File: src/rtl/player_core_if.sv
// Controller <-> player_core bundle: instruction/strobe inputs and player status outputs.
interface player_core_if;
  logic [15:0] playerInstruction;
  logic        isMove;
  logic        startDmg;
  logic [7:0]  hp;
  logic [9:0]  posX;
  logic [9:0]  posY;
  logic        isDeath;
  logic        isInvuln;
  logic        dmgAck;
  logic        visible;

  modport master (
    output playerInstruction, isMove, startDmg,
    input  hp, posX, posY, isDeath, isInvuln, dmgAck, visible
  );

  modport slave (
    input  playerInstruction, isMove, startDmg,
    output hp, posX, posY, isDeath, isInvuln, dmgAck, visible
  );
endinterface

File: src/rtl/player_core.sv
// Player HP / position / invulnerability state machine driven by controller instructions.
// Optional sprite blinking during i-frames is enabled with `define PLAYER_BLINK_EN.
module player_core #(
  parameter logic [7:0] HP_MAX        = 8'd100,
  parameter int         X_MIN         = 16,
  parameter int         X_MAX         = 624,
  parameter int         Y_MIN         = 16,
  parameter int         Y_MAX         = 464,
  parameter int         X_INIT        = 320,
  parameter int         Y_INIT        = 240,
  parameter int         STEP          = 4,
  parameter int         MOVE_DIV      = 250000,
  parameter int         IFRAME_CYCLES = 50000000,
  parameter int         BLINK_SHIFT   = 22
) (
  input  logic           clk,
  input  logic           rst_n,
  player_core_if.slave   bus
);

  localparam int TW = (MOVE_DIV > 1) ? $clog2(MOVE_DIV) : 1;
  localparam int IW = (IFRAME_CYCLES > 1) ? $clog2(IFRAME_CYCLES) : 1;
  localparam logic [TW-1:0] TICK_LAST = TW'(MOVE_DIV - 1);
  localparam logic [IW-1:0] IFR_LOAD  = IW'(IFRAME_CYCLES - 1);
  localparam logic [10:0]   STEP11    = 11'(STEP);

  localparam logic [3:0] OP_HPY = 4'd1;
  localparam logic [3:0] OP_DPY = 4'd2;
  localparam logic [3:0] OP_MOV = 4'd5;
  localparam logic [3:0] OP_SHP = 4'd6;

  typedef enum logic [1:0] {ALIVE, HIT, DEAD} state_t;

  state_t          state, nxt_state;
  logic [7:0]      hp_q, nxt_hp;
  logic [IW-1:0]   ifr, nxt_ifr;
  logic [TW-1:0]   tick;
  logic [9:0]      pos_x, pos_y;
  logic            death_q, invuln_q, ack_q;
  logic [3:0]      op;
  logic [7:0]      arg;
  logic            move_en;
  logic [8:0]      diff9, sum9;
  logic            unused_pad;

  assign op         = bus.playerInstruction[15:12];
  assign arg        = bus.playerInstruction[11:4];
  assign unused_pad = ^bus.playerInstruction[3:0];

  // Saturating one-step move; 11-bit intermediate keeps underflow visible in bit 10.
  function automatic logic [9:0] step_pos(input logic [9:0] p, input logic inc,
                                          input logic [10:0] lo, input logic [10:0] hi);
    logic [10:0] s;
    if (inc) begin
      s = {1'b0, p} + STEP11;
      if (s > hi) s = hi;
    end else begin
      s = {1'b0, p} - STEP11;
      if (s[10] || (s < lo)) s = lo;
    end
    return s[9:0];
  endfunction

  always_ff @(posedge clk) begin
    if (!rst_n)                tick <= '0;
    else if (tick == TICK_LAST) tick <= '0;
    else                       tick <= tick + TW'(1);
  end

  assign move_en = (tick == TICK_LAST) && bus.isMove && (op == OP_MOV) &&
                   !bus.startDmg && (state != DEAD);

  always_comb begin
    nxt_state = state;
    nxt_hp    = hp_q;
    nxt_ifr   = ifr;
    diff9     = {1'b0, hp_q} - {1'b0, arg};
    sum9      = {1'b0, hp_q} + {1'b0, arg};

    if (state == HIT) begin
      if (ifr == '0) nxt_state = ALIVE;
      else           nxt_ifr   = ifr - IW'(1);
    end

    if (bus.startDmg) begin
      case (op)
        OP_DPY: if (state == ALIVE) begin
          nxt_hp = diff9[8] ? 8'd0 : diff9[7:0];
          if (nxt_hp == 8'd0) begin
            nxt_state = DEAD;
            nxt_ifr   = '0;
          end else begin
            nxt_state = HIT;
            nxt_ifr   = IFR_LOAD;
          end
        end
        OP_HPY: if (state != DEAD)
          nxt_hp = (sum9 > {1'b0, HP_MAX}) ? HP_MAX : sum9[7:0];
        OP_SHP: begin
          nxt_hp  = (arg > HP_MAX) ? HP_MAX : arg;
          nxt_ifr = '0;
          nxt_state = (arg != 8'd0) ? ALIVE : DEAD;
        end
        default: ;
      endcase
    end
  end

  always_ff @(posedge clk) begin
    if (!rst_n) begin
      state    <= ALIVE;
      hp_q     <= HP_MAX;
      ifr      <= '0;
      pos_x    <= 10'(X_INIT);
      pos_y    <= 10'(Y_INIT);
      death_q  <= 1'b0;
      invuln_q <= 1'b0;
      ack_q    <= 1'b0;
    end else begin
      state    <= nxt_state;
      hp_q     <= nxt_hp;
      ifr      <= nxt_ifr;
      death_q  <= (nxt_state == DEAD);
      invuln_q <= (nxt_state == HIT);
      ack_q    <= bus.startDmg;
      if (move_en) begin
        case (arg)
          8'd0: pos_y <= step_pos(pos_y, 1'b0, 11'(Y_MIN), 11'(Y_MAX));
          8'd1: pos_x <= step_pos(pos_x, 1'b0, 11'(X_MIN), 11'(X_MAX));
          8'd2: pos_y <= step_pos(pos_y, 1'b1, 11'(Y_MIN), 11'(Y_MAX));
          8'd3: pos_x <= step_pos(pos_x, 1'b1, 11'(X_MIN), 11'(X_MAX));
          default: ;
        endcase
      end
    end
  end

`ifdef PLAYER_BLINK_EN
  logic [BLINK_SHIFT:0] blink, nxt_blink;
  logic                 vis_q;

  // Counter restarts at 0 on HIT entry so the first half-period is dark.
  always_comb begin
    nxt_blink = '0;
    if (nxt_state == HIT && state == HIT) nxt_blink = blink + (BLINK_SHIFT+1)'(1);
  end

  always_ff @(posedge clk) begin
    if (!rst_n) begin
      blink <= '0;
      vis_q <= 1'b1;
    end else begin
      blink <= nxt_blink;
      if (nxt_state == HIT) vis_q <= nxt_blink[BLINK_SHIFT];
      else                  vis_q <= (nxt_state != DEAD);
    end
  end

  assign bus.visible = vis_q;
`else
  localparam int blink_shift_unused = BLINK_SHIFT;
  assign bus.visible = 1'b1;
`endif

  assign bus.hp       = hp_q;
  assign bus.posX     = pos_x;
  assign bus.posY     = pos_y;
  assign bus.isDeath  = death_q;
  assign bus.isInvuln = invuln_q;
  assign bus.dmgAck   = ack_q;

endmodule

File: src/flat_wrapper.sv
// flat-port wrapper written by rule: the top's interface ports become plain ports
module player_core_flat 
#(
  parameter logic [7:0] HP_MAX        = 8'd100,
  parameter int         X_MIN         = 16,
  parameter int         X_MAX         = 624,
  parameter int         Y_MIN         = 16,
  parameter int         Y_MAX         = 464,
  parameter int         X_INIT        = 320,
  parameter int         Y_INIT        = 240,
  parameter int         STEP          = 4,
  parameter int         MOVE_DIV      = 250000,
  parameter int         IFRAME_CYCLES = 50000000,
  parameter int         BLINK_SHIFT   = 22
)
  (clk, rst_n, bus_playerInstruction, bus_isMove, bus_startDmg, bus_hp, bus_posX, bus_posY, bus_isDeath, bus_isInvuln, bus_dmgAck, bus_visible);
  player_core_if bus_i ();
  input  logic clk;
  input  logic rst_n;
  input wire logic [$bits(bus_i.playerInstruction)-1:0] bus_playerInstruction;
  input wire logic [$bits(bus_i.isMove)-1:0] bus_isMove;
  input wire logic [$bits(bus_i.startDmg)-1:0] bus_startDmg;
  output wire logic [$bits(bus_i.hp)-1:0] bus_hp;
  output wire logic [$bits(bus_i.posX)-1:0] bus_posX;
  output wire logic [$bits(bus_i.posY)-1:0] bus_posY;
  output wire logic [$bits(bus_i.isDeath)-1:0] bus_isDeath;
  output wire logic [$bits(bus_i.isInvuln)-1:0] bus_isInvuln;
  output wire logic [$bits(bus_i.dmgAck)-1:0] bus_dmgAck;
  output wire logic [$bits(bus_i.visible)-1:0] bus_visible;
  assign bus_i.playerInstruction = bus_playerInstruction;
  assign bus_i.isMove = bus_isMove;
  assign bus_i.startDmg = bus_startDmg;
  assign bus_hp = bus_i.hp;
  assign bus_posX = bus_i.posX;
  assign bus_posY = bus_i.posY;
  assign bus_isDeath = bus_i.isDeath;
  assign bus_isInvuln = bus_i.isInvuln;
  assign bus_dmgAck = bus_i.dmgAck;
  assign bus_visible = bus_i.visible;
  player_core #(.HP_MAX(HP_MAX), .X_MIN(X_MIN), .X_MAX(X_MAX), .Y_MIN(Y_MIN), .Y_MAX(Y_MAX), .X_INIT(X_INIT), .Y_INIT(Y_INIT), .STEP(STEP), .MOVE_DIV(MOVE_DIV), .IFRAME_CYCLES(IFRAME_CYCLES), .BLINK_SHIFT(BLINK_SHIFT)) u_core (.clk(clk), .rst_n(rst_n), .bus(bus_i));
endmodule
File: config.mk
export PLATFORM = sky130hd
export DESIGN_NAME = player_core_flat
export DESIGN_NICKNAME = d
export VERILOG_FILES = /design/src/rtl/player_core_if.sv /design/src/rtl/player_core.sv /design/src/flat_wrapper.sv
export SDC_FILE = /design/constraint.sdc
export NUM_CORES = 1
export LEC_CHECK = 0
export ABC_AREA = 0
export CAP_MARGIN = 20
export CORE_MARGIN = 5
export CORE_UTILIZATION = 50
export DETAILED_ROUTE_END_ITERATION = 12
export GPL_TIMING_DRIVEN = 0
export PLACE_DENSITY = 0.77
export REMOVE_ABC_BUFFERS = 1
export SYNTH_ARGS = -nofsm -noshare
export SYNTH_HDL_FRONTEND = slang
export SYNTH_SLANG_ARGS = --single-unit
File: constraint.sdc
create_clock -name clk -period 3.7 [get_ports clk]
set_input_delay 0.555 -clock clk [delete_from_list [all_inputs] [get_ports clk]]
set_output_delay 0.555 -clock clk [all_outputs]
set_load 0.01 [all_outputs]
==> summary.txt, run 1 <==
Status
  – Status: finished, final reports clean

Yosys
  – Sequential-to-total area share from yosys stat: 27.9%
  – Count leader, synth: nor2_1
  – Top cells by count, synth: 81 x nor2_1, 73 x dfxtp_1, 39 x nand2_1, 35 x xnor2_1, 33 x a21oi_1
  – Mapped Avg Cell Area: 8.01 um2
  – Top post-synthesis cells by area: dfxtp_1 28%, xnor2_1 5.9%, nor2_1 5.8%
  – Flop and latch count out of synthesis: 73
  – Distinct cell type count of the synthesized netlist: 88
  – Top FF cell, synth: dfxtp_1
  – Fraction of post-synthesis cell area in the top cell type by area: 27.9%
  – Top cell type by total area after synthesis: dfxtp_1
  – Cell Area, Synth: 0.00523 mm2
  – Post-synthesis async set-or-reset flop share: 0%
  – Post-synthesis cell count: 653
  – Number of enable-type register cells in the synthesized netlist: 0
  – Count of synthesis-stage warnings from yosys: 0

Detailed routing
  – Met2 WL post-DR: 5850 um
  – Residual antenna-violating net count after detailed routing: 0
  – Per-cell via count in the routed design: 5.97
  – Wire length the detailed router placed on met1: 5770 um
  – DRC Markers: 0
  – Starting DRT DRC Count: 311
  – Drt wl/cell: 15.5 um
  – Total length of routed met3 wires: 846 um
  – Number of detailed-route iterations in the first pass: 5
  – Final Routed Wirelength: 12700 um
  – Highest routing layer actually used: met4
  – Total via count in the routed design: 4916

CTS
  – Clock tree root driver cell: clkbuf_8
  – Clock tree from TritonCTS: built
  – Number of buffers created by CTS: 9
  – Total number of H-tree levels: 3
  – Number of buffers added to fix hold violations after cts: 0
  – Cts repair resizes: 0
  – Clock latency of the later-clocked register in the worst-skew pair: 360 ps
  – CTS sink count: 73
  – Post-CTS setup repair buffer count: 0
  – Clock Path Buffers: 2
  – CTS clock-pin slew for the worst setup and hold paths: 80 ps

Die
  – Std cell rows: 37
  – Initial core utilization: 50.9%
  – Floorplan Core Area: 0.0103 mm2
  – Horizontal die dimension: 112 um
  – Die ar.: 0.0126 mm2
  – Die height: 112 um
  – Number of ports placed on the die boundary: 52

Worst hold path
  – Worst Hold Class: flip-flop to flip-flop

Critical path
  – Cell breakdown of the critical path: clkdlybuf4s50_1, ha_1, inv_1, fa_1, o21bai_1, a21oi_1, xnor2_1, o311ai_0, o2111ai_1, o221ai_1, o211a_1
  – Endpoint type of the worst setup path: flip-flop
  – Slowest library cell on the worst path: clkdlybuf4s50_1
  – Critical path fanouts, max: 7
  – Delay of the slowest cell on the worst path: 630 ps
  – Sort of element at the start of the critical path: primary input
  – Arrival time of data at the critical path endpoint: 3680 ps
  – Crit Path Class: primary input to flip-flop
  – Required @ worst endpoint: 4000 ps

Power
  – Power share of the sequential group: 48.0%
  – Clock network fraction of total power: 35.6%
  – Proportion of total power due to net switching: 30.9%
  – Int Power: 1.16 mW
  – Combinational cell fraction of total power: 16.5%
  – Switching pwr: 0.519 mW
  – Leakage Power: 2.20 nW
  – Cell area power density: 285 mW/mm2
  – Total power: 1.68 mW
  – Largest vdd supply drop: 0.000157 V

Timing
  – Final Hold Violating Endpoints: 0
  – Fin. max-slew vios: 0
  – Maximum clock frequency: 0.295 GHz
  – Transition time at the pin with the least slew margin: 750 ps
  – Tmin final: 3380 ps
  – Final-report setup violation count: 0
  – Worst slew margin relative to its limit: 49.8%
  – Period utilisation layout: 91.5%
  – Setup Skew: 13.0 ps
  – RSZ-0062 raised after global routing: no

Placement
  – Number of port buffers: 42
  – Post-detail-place hpwl: 9430 um
  – Cell Count Post-Placement: 805
  – Routability Congestion: 0.970
  – Post-placement cell area: 0.00567 mm2

Final layout
  – Fraction of final layout cells sized beyond drive strength 1: 8.30%
  – Non-filler cells in the finished layout: 823
  – Number of nets at the end of the flow: 727
  – Relative area change from synthesis to final layout: 12.4%
  – Antenna Cells: 0
  – Final design area excluding fillers: 0.00588 mm2

GRT
  – Largest net degree at the start of global routing: 26
  – Number of global-route vias before repair: 4574
  – Initial antenna violation count: 0
  – Wire length of the first global-routing pass: 21600 um
  – GR Util All Layers: 20.2%
  – Residual overflow from global routing: 0

Run
  – Max-Cap Viols: 0
-- flip-flops by register name, summed over array words and instances, names as in the netlist --
name / count
u_core.state: 2
u_core.bus.posX: 8
u_core.bus.isInvuln: 1
u_core.bus.isDeath: 1
u_core.tick: 18
u_core.ifr: 26
u_core.bus.posY: 8
u_core.bus.dmgAck: 1
u_core.bus.hp: 8
-- worst max-delay path: cells and delay by family --
kind | cells | cell delay [ps]
compound gates | 6 | 1630
buf+inv | 2 | 690
fa+ha+maj | 2 | 650
xor+xnor | 1 | 140
-- cell type report --
| type | count | area (um2) |
|---|---|---|
| flip-flops and latches | 73 | 1460 |
| fillers | 949 | 4400 |
| inverters | 31 | 116 |
| clock inverters | 7 | 58.8 |
| repair buffers | 45 | 453 |
| clock buffers | 9 | 124 |
| multi-input cells | 522 | 3500 |
| well taps | 136 | 170 |
-- cell usage in the layout, fill, tap and decap left out, drive strengths merged, types with 6 or more instances in the layout --
master and instances:
nand2b 11, nand4 10, and2 11, nand3 25
clkbuf 10, nor2b 10, dfxtp 73, nor3 21
xnor2 35, ha 23, xor2 16, clkdlybuf4s50 41
nand2 43, a31oi 9, a211oi 6, nor2 82
a21oi 43, o21ai 29, or4 6, a21o 6
inv 35, or3 16, nor4 18, o211ai 9
-- power groups by stage --
stage | logic, mW | clock network [mW] | registers (mW)
floorplan | 0.182 | 0 | 0.824
global placement | 0.262 | 0 | 0.823
detailed placement | 0.269 | 0 | 0.823
CTS | 0.270 | 0.614 | 0.805
global route | 0.301 | 0.642 | 0.806
finish | 0.276 | 0.596 | 0.805
-- worst paths after layout --
path                                               start               end  slack (ps)  depth (start not counted)
worst max-delay path            bus_playerInstruction[4]  u_core.bus.hp[1]         320                         11
worst min-delay path                      u_core.tick[0]    u_core.tick[0]         450                          1
worst max register to register          u_core.bus.hp[0]  u_core.bus.hp[7]         820                         10
worst min register to register            u_core.tick[0]    u_core.tick[0]         450                          1
-- stage by stage --
stage	TNS [ps]	util (%)	worst slack [ps]	hold slack (ps)
global placement	-834	55.1	-149	431
finish	0	57.2	315	454
global route	0	57.2	170	476
CTS	0	57.0	134	460
floorplan	0	-	833	418
detailed placement	-2340	55.2	-212	445
-- metal layers --
| metal | vias up | track usage (%) |
|---|---|---|
| li1 | 2411 | - |
| met1 | 2306 | 27.0 |
| met2 | 178 | 31.9 |
| met3 | 21 | 5.44 |
| met4 | 0 | 6.49 |
| met5 | - | 0 |
-- logic make-up (layout without fill, tap and decap cells) --
group	after synthesis	in the layout	synth area share, %
compound gates	151	151	20.9
xor+xnor	51	51	8.69
fa+ha+maj	25	25	6.27
buf+inv	61	92	5.50
flops	73	73	27.9
mux	4	4	0.766
other cells	2	5	0.144
simple gates	286	286	29.8
Power figures use the tool's default switching activity.
==> inputs of run 2 (changes only) <==
==> constraint.sdc (replaced) <==
create_clock -name clk -period 3.7 [get_ports clk]
set_input_delay 0.555 -clock clk [delete_from_list [all_inputs] [get_ports clk]]
set_output_delay 0.555 -clock clk [all_outputs]
set_load 0.1 [all_outputs]
==> results of run 2 <==
The final DEF is identical to that of run 1. Status: finished, final reports clean.
Among the figures that moved: total power 1.68 mW -> 1.73 mW; worst IR drop on VDD 0.000157 V -> 0.000158 V
==> inputs of run 3 (changes only) <==
--- a/config.mk
+++ b/config.mk
@@ -16,3 +16,4 @@
 export SYNTH_ARGS = -nofsm -noshare
 export SYNTH_HDL_FRONTEND = slang
 export SYNTH_SLANG_ARGS = --single-unit
+export TNS_END_PERCENT = 30
==> results of run 3 <==
The final DEF is identical to that of run 1. Status: finished, final reports clean.
Among the figures that moved: total power 1.68 mW -> 1.73 mW; worst IR drop on VDD 0.000157 V -> 0.000158 V
